==> config.mk <==
export PLATFORM = sky130hd
export DESIGN_NAME = instruc_fetch
export DESIGN_NICKNAME = d
export VERILOG_FILES = /design/src/rtl/instruc_fetch.sv
export SDC_FILE = /design/constraint.sdc
export NUM_CORES = 1
export LEC_CHECK = 0
export CAP_MARGIN = 20
export CORE_AREA = 2 2 125 158
export DETAILED_ROUTE_END_ITERATION = 8
export DIE_AREA = 0 0 127 160
export SYNTH_ARGS = -nofsm -noshare
export SYNTH_HDL_FRONTEND = slang
export SYNTH_SLANG_ARGS = --single-unit
==> constraint.sdc <==
create_clock -name clock -period 5 [get_ports clock]
set_clock_uncertainty 0.15 [all_clocks]
set_input_delay 1 -clock clock [delete_from_list [all_inputs] [get_ports clock]]
set_output_delay 1 -clock clock [all_outputs]
set_load 0.01 [all_outputs]
==> src/rtl/instruc_fetch.sv <==
// rtl/instruc_fetch.sv - instruction fetch stage with redirect draining and single-entry output buffer
//
// Purpose:
//   Keeps the fetch PC, issues one instruction-memory request at a time and
//   buffers the returned word for the IF/ID boundary. A redirect that arrives
//   while a request is still outstanding parks the new target and drains the
//   stale response before fetching from the target.
//
// Ports:
//   clock          - single clock, all state updates on the rising edge
//   reset          - synchronous, active-high reset
//   imem_req       - memory request, high whenever not in reset
//   imem_addr      - fetch address (the PC register), stable while imem_req is high
//   imem_valid     - one-cycle response strobe completing the outstanding request
//   imem_rdata     - instruction word, valid with imem_valid
//   stall          - downstream cannot take a new instruction this cycle
//   branch_taken   - redirect request from a later stage
//   branch_target  - redirect address, low two bits forced to zero
//   out_pc_address - PC of the buffered instruction
//   output_instruc - buffered instruction word
//   out_valid      - buffer holds a live instruction

module instruc_fetch #(
    parameter logic [31:0] RESET_PC = 32'h0000_0000
) (
    input  logic        clock,
    input  logic        reset,
    output logic        imem_req,
    output logic [31:0] imem_addr,
    input  logic        imem_valid,
    input  logic [31:0] imem_rdata,
    input  logic        stall,
    input  logic        branch_taken,
    input  logic [31:0] branch_target,
    output logic [31:0] out_pc_address,
    output logic [31:0] output_instruc,
    output logic        out_valid
);

    typedef enum logic {
        S_FETCH = 1'b0,
        S_DRAIN = 1'b1
    } state_t;

    state_t      r_state;
    state_t      w_state_next;
    logic [31:0] r_pc;
    logic [31:0] w_pc_next;
    logic [31:0] r_pending;
    logic [31:0] w_pending_next;
    logic [31:0] r_out_pc;
    logic [31:0] w_out_pc_next;
    logic [31:0] r_out_instr;
    logic [31:0] w_out_instr_next;
    logic        r_out_valid;
    logic        w_out_valid_next;

    logic [31:0] w_target;
    logic [31:0] w_pc_plus4;
    logic        w_consume;
    logic        w_accept;

    // Masking (rather than slicing) keeps every bit of branch_target in use.
    assign w_target   = branch_target & 32'hFFFF_FFFC;
    assign w_pc_plus4 = r_pc + 32'd4;

    // The buffer drains when it is live and downstream is not stalling; a
    // response is accepted only if the buffer is empty or draining this edge.
    assign w_consume = r_out_valid & ~stall;
    assign w_accept  = (r_state == S_FETCH) & imem_valid & ~branch_taken
                     & (~r_out_valid | ~stall);

    assign imem_req       = ~reset;
    assign imem_addr      = r_pc;
    assign out_pc_address = r_out_pc;
    assign output_instruc = r_out_instr;
    assign out_valid      = r_out_valid;

    always_ff @(posedge clock) begin
        if (reset) begin
            r_state     <= S_FETCH;
            r_pc        <= RESET_PC;
            r_pending   <= 32'h0000_0000;
            r_out_pc    <= 32'h0000_0000;
            r_out_instr <= 32'h0000_0000;
            r_out_valid <= 1'b0;
        end else begin
            r_state     <= w_state_next;
            r_pc        <= w_pc_next;
            r_pending   <= w_pending_next;
            r_out_pc    <= w_out_pc_next;
            r_out_instr <= w_out_instr_next;
            r_out_valid <= w_out_valid_next;
        end
    end

    always_comb begin
        w_state_next     = r_state;
        w_pc_next        = r_pc;
        w_pending_next   = r_pending;
        w_out_pc_next    = r_out_pc;
        w_out_instr_next = r_out_instr;
        w_out_valid_next = r_out_valid;

        if (branch_taken) begin
            // Flush wins over stall and accept; whatever is buffered or in
            // flight now belongs to the wrong path.
            w_out_valid_next = 1'b0;
            if (imem_valid) begin
                // The outstanding request completes at this edge, so the new
                // target can be requested directly from either state.
                w_pc_next    = w_target;
                w_state_next = S_FETCH;
            end else begin
                // Request still outstanding: keep the address stable, park
                // the target (newest redirect overwrites an older one).
                w_pending_next = w_target;
                w_state_next   = S_DRAIN;
            end
        end else begin
            case (r_state)
                S_FETCH: begin
                    if (w_accept) begin
                        w_out_pc_next    = r_pc;
                        w_out_instr_next = imem_rdata;
                        w_out_valid_next = 1'b1;
                        w_pc_next        = w_pc_plus4;
                    end else if (w_consume) begin
                        w_out_valid_next = 1'b0;
                    end
                    // A response that is neither accepted nor redirected is
                    // dropped; PC is unchanged so the same address is re-requested.
                end
                S_DRAIN: begin
                    if (w_consume) begin
                        w_out_valid_next = 1'b0;
                    end
                    if (imem_valid) begin
                        // Stale response discarded; start fetching the target.
                        w_pc_next    = r_pending;
                        w_state_next = S_FETCH;
                    end
                end
                default: begin
                    w_state_next = S_FETCH;
                end
            endcase
        end
    end

endmodule

==> results of run 1 <==
[area by class of cell]
type                    instances  share of cell area, %
clock buffers                  20                   5.65
well taps                     236                   3.73
flip-flops and latches        124                   31.4
clock inverters                12                   1.85
repair buffers                174                   21.7
multi-input cells             563                   35.2
inverters                      11                  0.522
[metrics by stage]
| step | power, W | hold slack [ns] |
|---|---|---|
| 6_report | 0.00266 | 0.299 |
| 5_1_grt | 0.00277 | 0.318 |
| 4_1_cts | 0.00269 | 0.301 |
| 3_5_place_dp | 0.00144 | 0.293 |
| 3_3_place_gp | 0.00143 | 0.288 |
| 2_1_floorplan | 0.00126 | 0.282 |
[cell usage after synthesis, types with 4 or more instances]
cell type,number
a31oi_1,10
o21ai_0,44
buf_2,4
nand3_1,16
dfxtp_1,124
clkbuf_1,47
nor2_1,18
buf_4,5
o21a_1,5
a211oi_1,6
nand4_1,7
or2_2,4
a21oi_1,130
or3_1,7
nand2_1,238
o211ai_1,9
and3_1,6
nor3_1,10
buf_1,4
mux2i_1,6
nor4_1,7
inv_1,10
[where the power goes]
group	switching, W	internal (W)	total [W]
Sequential	0.0000511	0.00103	0.00109
Clock	0.000455	0.000791	0.00125
Combinational	0.000169	0.000161	0.000329
Total	0.000675	0.00199	0.00266
[tightest hold or removal path, cell delays in order, from the launching register on]
cell     delay [ns]
dfxtp_1        0.30
nand2_1        0.05
a21oi_1        0.05
[flip-flops by register name, summed over array words and instances, names as in the netlist]
signal / count
imem_addr: 30
output_instruc: 32
r_state: 1
r_pending: 30
out_pc_address: 30
out_valid: 1
[cells by family after synthesis]
family          share of synthesized area, %
xor+xnor                               0.629
buf+inv                                 5.90
fa+ha+maj                              0.224
mux                                     1.28
other cells                           0.0673
flops                                   44.5
simple gates                            25.0
compound gates                          22.4
[placed cells by master (no fill, tap or decap), drive strengths merged, types with 3 or more instances in the layout]
master         Yosys  routed
nor2              18      18
conb               1       4
nor3              10      10
a31oi             10      10
nor4               7       7
o211ai             9       9
o21a               5       5
nand4              8       8
and2               3       3
dfxtp            124     124
or2                4       4
o32ai              3       3
o21ai             45      45
inv               10      10
clkinv             1       7
nand3             16      16
clkdlybuf4s50      0     159
buf               16      15
mux2i              6       6
a211oi             6       6
clkinvlp           0       3
nand2b             3       3
bufinv             0       3
or3                8       8
clkbuf            48      20
and3               6       6
a21oi            130     130
nand2            238     238
[per-layer routing]
| layer | GRT usage (%) | up-vias | share of wire (%) |
|---|---|---|---|
| met2 | 27.4 | 177 | 47 |
| met1 | 23.5 | 2595 | 46 |
| met5 | 0 | - | 0 |
| met4 | 6.74 | 0 | 1.8 |
| li1 | - | 2848 | - |
| met3 | 3.55 | 23 | 4.8 |
[final timing paths]
path	endpoint	slack, ns	depth (start not counted)
min reg2reg	r_pending[12]	0.30	2
max reg2reg	imem_addr[14]	2.10	5
min	r_pending[12]	0.30	2
max	imem_addr[28]	1.50	7
==> results_dict.tcl, run 1 <==
set metrics [dict create \
    wire_per_inst_um 15.7 \
    dieArea_um2 20300 \
    startpoint_type "input pin" \
    crit_type "input pin to register" \
    detailed_place_hpwl_um 12000 \
    slowest_delay_ns 0.71 \
    yosys_warnings 0 \
    dr.first_iter.drc_count 318 \
    worstSkewPairLatency_ns 0.42 \
    routed_wl_um 17900 \
    synthFlopType "dfxtp_1" \
    yosys.area.top_type "dfxtp_1" \
    syn_area_um2 5570 \
    cts_tree "built" \
    crit_arrival_ns 3.67 \
    worst_pin_slew_ns 0.948 \
    areaGrowthSynthToFinish_pct 41.9 \
    outcome "complete, no violations" \
    antenna_found_initial 0 \
    synth_edf_count 0 \
    cts_resized 0 \
    num_rows 57 \
    die_width_um 127 \
    antenna_cells 0 \
    dp_cells 1108 \
    cp_cell_sequence "clkdlybuf4s50_1 -> buf_4 -> clkinv_1 -> and3_1 -> a21oi_1 -> o21ai_0 -> a211o_1" \
    finalSetupTns_ns 0 \
    io_pins 167 \
    timing_hold_violations_final 0 \
    grt_overflow 0 \
    drtPass1Iterations 5 \
    yosysSeqAreaShare_pct 44.5 \
    post-route-cell-area_um2 7910 \
    crit_required_ns 5.16 \
    cts_made_buffers 17 \
    num-nets-final 961 \
    leakagePower_nw 2.73 \
    post-cts-setup-buffers 0 \
    cts.sinks 124 \
    ys_ff_latch 124 \
    grt_start_max_net_pins 86 \
    startpoint "branch_taken" \
    worst_ir_drop_vdd_mv 0.253 \
    grt_pass1_wl_um 28100 \
    setup_viol 0 \
    drc 0 \
    r2r-start "r_state" \
    synth_top_cell_area_share_pct 44.5 \
    dpl_worst_slack_ns 1.07 \
    multi_input_area_um2 2780 \
    antenna_left 0 \
    register_area_um2 2480 \
    clockRootBuffer "clkbuf_16" \
    cts_buffer_depth 2 \
    slowest_stage "clkdlybuf4s50_1" \
    worstPathMaxFanout 26 \
    endpoint_kind "register" \
    rsz0062_at_grt "no" \
    via_per_inst 4.95 \
    slew_viol_final 0 \
    fin_util_pct 41.7 \
    finalCritPeriodShare_pct 70.1 \
    place_area_um2 7320 \
    fillCellCount 1941 \
    synth_area_leaders "dfxtp_1 45%, nand2_1 16%, a21oi_1 12%, o21ai_0 4.0%, clkbuf_1 3.2%" \
    clkTransAtPathRegs_ns 0.06 \
    max_clock_freq_mhz 285 \
    vias 5643 \
    synth_cells 759 \
    fp.dieH_um 160 \
    slew_headroom_pct 36.8 \
    path_buf_inv 3 \
    synthArstFlopShare_pct 0 \
    critPathTopFamily "buffers and inverters" \
    io_buffers 160 \
    maxCapViolations 0 \
    fin_ws_ns 1.50 \
    h-tree-depth 4 \
    p_per_area_nw_per_um2 336 \
    core_area_um2 19000 \
    grtUsageTotal_pct 17.4 \
    place.gp.congestion 0.799 \
    ys_types 52 \
    syn_avg_cell_area_um2 7.34 \
    stdcell_count 1140 \
    hold_buffers 0 \
    hold_class "register to register" \
    period_needed_ns 3.50 \
    hold_start "r_pending[12]" \
    initial_core_util_pct 29.4 \
    grt_pass1_vias 5142 \
    drive_gt1_share_pct 6.53 \
]
Note: power is estimated with default switching activity, not from simulation.
==> run 2, diff against run 1 <==
==> constraint.sdc (replaced) <==
create_clock -name clock -period 3.6 [get_ports clock]
set_clock_uncertainty 0.15 [all_clocks]
set_input_delay 0.72 -clock clock [delete_from_list [all_inputs] [get_ports clock]]
set_output_delay 0.72 -clock clock [all_outputs]
set_load 0.01 [all_outputs]
==> run 2 against run 1 <==
Effect of this change:
- cell count grew 0.70%
- sequential power grew 38%
- sequential share of layout area shrank 0.63 points
- count of clock-buffer cells in the layout shrank 3
==> results_dict.tcl, run 2 (synthesized netlist as in run 1, its figures left out) <==
set metrics [dict create \
    outcome "complete, no violations" \
    clockRootBuffer "clkbuf_16" \
    grt_overflow 0 \
    crit_required_ns 2.73 \
    cts_tree "built" \
    drtPass1Iterations 5 \
    clkTransAtPathRegs_ns 0.06 \
    cts_resized 0 \
    antenna_cells 0 \
    register_area_um2 2480 \
    leakagePower_nw 2.81 \
    drive_gt1_share_pct 7.57 \
    largest_register_ffs 32 \
    detailed_place_hpwl_um 12200 \
    drc 0 \
    crit_arrival_ns 1.67 \
    grt_pass1_vias 5220 \
    multi_input_area_um2 2780 \
    place.gp.congestion 0.870 \
    io_buffers 160 \
    min_to "r_pending[12]" \
    h-tree-depth 4 \
    dr.first_iter.drc_count 333 \
    worst_pin_slew_ns 0.554 \
    num_rows 57 \
    cts.sinks 124 \
    fp.dieH_um 160 \
    dieArea_um2 20300 \
    antenna_found_initial 0 \
    whs_ns 0.297 \
    cts_made_buffers 17 \
    vias 5718 \
    final_cell_mix "238 x nand2_1, 159 x clkdlybuf4s50_1, 130 x a21oi_1" \
    slew_viol_final 0 \
    num-nets-final 969 \
    timing_hold_violations_final 0 \
    fillCellCount 1936 \
    initial_core_util_pct 29.4 \
    slowest_delay_ns 0.64 \
    post-cts-setup-buffers 0 \
    die_width_um 127 \
    slew_headroom_pct 63.1 \
    hold_buffers 0 \
    endpoint_kind "primary output" \
    routed_wl_um 18100 \
    crit_type "register to primary output" \
    areaGrowthSynthToFinish_pct 44.9 \
    layout_commonest_cell "nand2_1" \
    startpoint_type "register" \
    total_power_w 0.00386 \
    finalSetupTns_ns 0 \
    p_per_area_nw_per_um2 478 \
    hold_class "register to register" \
    via_per_inst 4.98 \
    grt_start_max_net_pins 119 \
    grtUsageTotal_pct 17.5 \
    critPathTopFamily "buffers and inverters" \
    whs_path_depth 2 \
    maxCapViolations 0 \
    r2r-start "imem_addr[10]" \
    finalCritPeriodShare_pct 70.6 \
    wire_per_inst_um 15.7 \
    grt_pass1_wl_um 28400 \
    antenna_left 0 \
    setup_viol 0 \
    core_area_um2 19000 \
    r2r_setup_slack_ns 1.17 \
    path_buf_inv 1 \
    cp_cell_sequence "clkdlybuf4s50_1" \
    reg2reg_depth 5 \
    slowest_stage "clkdlybuf4s50_1" \
    worstSkewPairLatency_ns 0.42 \
    worst_ir_drop_vdd_mv 0.332 \
    cts_buffer_depth 2 \
    worstPathMaxFanout 8 \
    fin_util_pct 42.6 \
    period_needed_ns 2.54 \
    rsz0062_at_grt "no" \
    reg2reg_to "imem_addr[20]" \
    max_clock_freq_mhz 393 \
    io_pins 167 \
    hold_start "r_pending[12]" \
]
==> run 2: changes by cell type in the layout (fill, tap and decap cells not counted) <==
cell,change
buf_12,+4
buf_4,+4
bufinv_16,+2
clkbuf_1,-2
clkbuf_8,-1
clkinv_2,-1
clkinv_4,+1
clkinvlp_4,-1
inv_6,+2
==> run 2: power by group <==
group | leakage [nW] | internal [W] | switching, W | total [W]
logic | 1.49 | 0.000235 | 0.000239 | 0.000474
clock network | 0.313 | 0.00123 | 0.000653 | 0.00188
registers | 1.01 | 0.00144 | 0.0000688 | 0.00150
total | 2.81 | 0.00290 | 0.000961 | 0.00386
==> run 2: worst max path at each step <==
stage                       start       endpoint  slack, ns  cells after the start
CTS                 imem_addr[10]  imem_addr[10]       1.06                      1
global placement     branch_taken   r_pending[6]       0.69                      8
finish              imem_addr[10]  imem_addr[10]       1.06                      1
detailed placement   branch_taken   r_pending[8]       0.66                      8
global route         branch_taken   r_pending[2]       0.93                      8
floorplan            branch_taken  imem_addr[28]       1.23                      7
==> run 2: cell type report <==
type / count / share of cell area [%]
multi-input combinational: 563 / 34.5
sequential: 124 / 30.8
timing repair buffer: 182 / 22.6
clock buffer: 17 / 5.27
tap: 236 / 3.66
clock inverter: 15 / 2.73
inverter: 11 / 0.511
==> run 2: routing by layer <==
| metal | GRT usage (%) | share of wire [%] | vias to the layer above | wire, µm |
|---|---|---|---|---|
| li1 | - | - | 2870 | - |
| met1 | 22.9 | 45 | 2636 | 8210 |
| met2 | 28.2 | 48 | 180 | 8590 |
| met3 | 3.48 | 4.8 | 32 | 865 |
| met4 | 7.24 | 2.3 | 0 | 413 |
| met5 | 0 | 0 | - | 0 |
==> run 2: stage by stage <==
stage / area (µm²) / cells / setup WS, ns
global route: 8070 / 1148 / 0.931
detailed placement: 7430 / 1116 / 0.662
CTS: 8070 / 1148 / 1.06
floorplan: 5580 / 762 / 1.23
global placement: 7430 / 1116 / 0.686
finish: 8070 / 1148 / 1.06
==> run 3, diff against run 2 <==
==> constraint.sdc (replaced) <==
create_clock -name clock -period 2.56 [get_ports clock]
set_clock_uncertainty 0.15 [all_clocks]
set_input_delay 0.512 -clock clock [delete_from_list [all_inputs] [get_ports clock]]
set_output_delay 0.512 -clock clock [all_outputs]
set_load 0.01 [all_outputs]
==> run 3 against run 2 <==
Effect of this change:
- sequential power rose by 39%
- sequential cell count unchanged
- largest cell class unchanged
- first-iteration DRC count increased by 30%
- cell count is 2.9% higher
- register-to-register slack got worse by 0.79 ns
- die area is the same
- critical endpoint is now imem_addr[16]
- final area grew 2.2%
- non-clock buffer count grew 33
- critical path type unchanged
==> results_dict.tcl, run 3 (synthesized netlist as in run 1, its figures left out) <==
set metrics [dict create \
    grtUsageTotal_pct 17.3 \
    final_cell_mix "238 x nand2_1, 159 x clkdlybuf4s50_1, 130 x a21oi_1" \
    slew_headroom_pct 49.1 \
    period_needed_ns 2.22 \
    top_usage_layer "met2" \
    hold_buffers 0 \
    post-cts-setup-buffers 0 \
    hold_class "input pin to register" \
    drive_gt1_share_pct 10.8 \
    finalSetupTns_ns 0 \
    post-route-cell-area_um2 8250 \
    grt_pass1_wl_um 28200 \
    drtPass1Iterations 5 \
    crit_arrival_ns 1.56 \
    areaGrowthSynthToFinish_pct 48.0 \
    path_buf_inv 1 \
    grt_pass1_vias 5190 \
    use_met3_pct 3.89 \
    met1_usage_pct 23.3 \
    num_rows 57 \
    antenna_found_initial 0 \
    max_clock_freq_mhz 451 \
    detailed_place_hpwl_um 12600 \
    fillCellCount 1911 \
    cp_cell_sequence "clkdlybuf4s50_1" \
    worst_pin_slew_ns 0.763 \
    timing_hold_violations_final 0 \
    cts_resized 0 \
    endpoint_kind "primary output" \
    cts.sinks 124 \
    via_per_inst 4.88 \
    wire_per_inst_um 15.2 \
    worstSkewPairLatency_ns 0.41 \
    dr.first_iter.drc_count 434 \
    critPathTopFamily "buffers and inverters" \
    layout_commonest_cell "nand2_1" \
    antenna_left 0 \
    crit_type "register to primary output" \
    dieArea_um2 20300 \
    clkTransAtPathRegs_ns 0.05 \
    num-nets-final 1002 \
    finalCritPeriodShare_pct 86.7 \
    p_per_area_nw_per_um2 617 \
    grt_overflow 0 \
    rsz0062_at_grt "no" \
    vias 5761 \
    io_pins 167 \
    io_buffers 160 \
    slowest_delay_ns 0.65 \
    grt_start_max_net_pins 70 \
    worst_ir_drop_vdd_mv 0.444 \
    grtUsageMet2_pct 27.7 \
    worstPathMaxFanout 10 \
    crit_required_ns 1.90 \
    total_power_w 0.00509 \
    largest_register_ffs 32 \
    outcome "complete, no violations" \
    startpoint_type "register" \
    routed_wl_um 17900 \
    leakagePower_nw 2.95 \
    cts_buffer_depth 2 \
    core_area_um2 19000 \
    drc 0 \
    slowest_stage "clkdlybuf4s50_1" \
    clockRootBuffer "clkbuf_16" \
    die_width_um 127 \
    cts_tree "built" \
    maxCapViolations 0 \
    place.gp.congestion 0.859 \
    place_area_um2 7690 \
    setup_viol 0 \
    initial_core_util_pct 29.4 \
    slew_viol_final 0 \
    h-tree-depth 4 \
    antenna_cells 0 \
    cts_made_buffers 17 \
    fp.dieH_um 160 \
]
[run 3: path summary, 6_finish.rpt]
path / startpoint / to / slack [ns] / depth (start not counted)
worst max-delay path: imem_addr[16] / imem_addr[16] / 0.34 / 1
worst min-delay path: reset / r_pending[19] / 0.26 / 2
worst max register to register: imem_addr[3] / imem_addr[14] / 0.38 / 6
worst min register to register: r_pending[28] / r_pending[28] / 0.30 / 2
[run 3: through the flow]
| step | util, % | worst slack, ns | std cells | hold slack [ns] |
|---|---|---|---|---|
| final | 43.5 | 0.342 | 1181 | 0.257 |
| after floorplan | - | 0.396 | 762 | 0.282 |
| after global placement | 40.5 | 0.00668 | 1149 | 0.287 |
| after detailed placement | 40.5 | 0.0220 | 1149 | 0.295 |
| after global routing | 43.5 | 0.185 | 1181 | 0.256 |
| after CTS | 43.5 | 0.325 | 1181 | 0.242 |
[run 3: layer usage]
layer	vias to the layer above	share of wire (%)	routed length, µm
met5	-	0	0
met4	0	1.2	211
met3	14	5.5	982
met2	178	48	8540
met1	2638	46	8170
li1	2931	-	-
[run 3: power breakdown]
group | switching [W] | internal, W | leakage, nW | total [W]
Sequential | 0.0000617 | 0.00202 | 1.01 | 0.00208
Clock | 0.000871 | 0.00140 | 0.277 | 0.00227
Combinational | 0.000374 | 0.000367 | 1.66 | 0.000741
[run 3: final cells by class]
| cell class | count | area [µm²] | area share (%) |
|---|---|---|---|
| Clock buffer | 20 | 467 | 5.66 |
| Clock inverter | 12 | 96.3 | 1.17 |
| Inverter | 11 | 41.3 | 0.500 |
| Multi-Input combinational cell | 563 | 2780 | 33.7 |
| Sequential cell | 124 | 2480 | 30.1 |
| Tap cell | 236 | 295 | 3.58 |
| Timing Repair Buffer | 215 | 2090 | 25.3 |
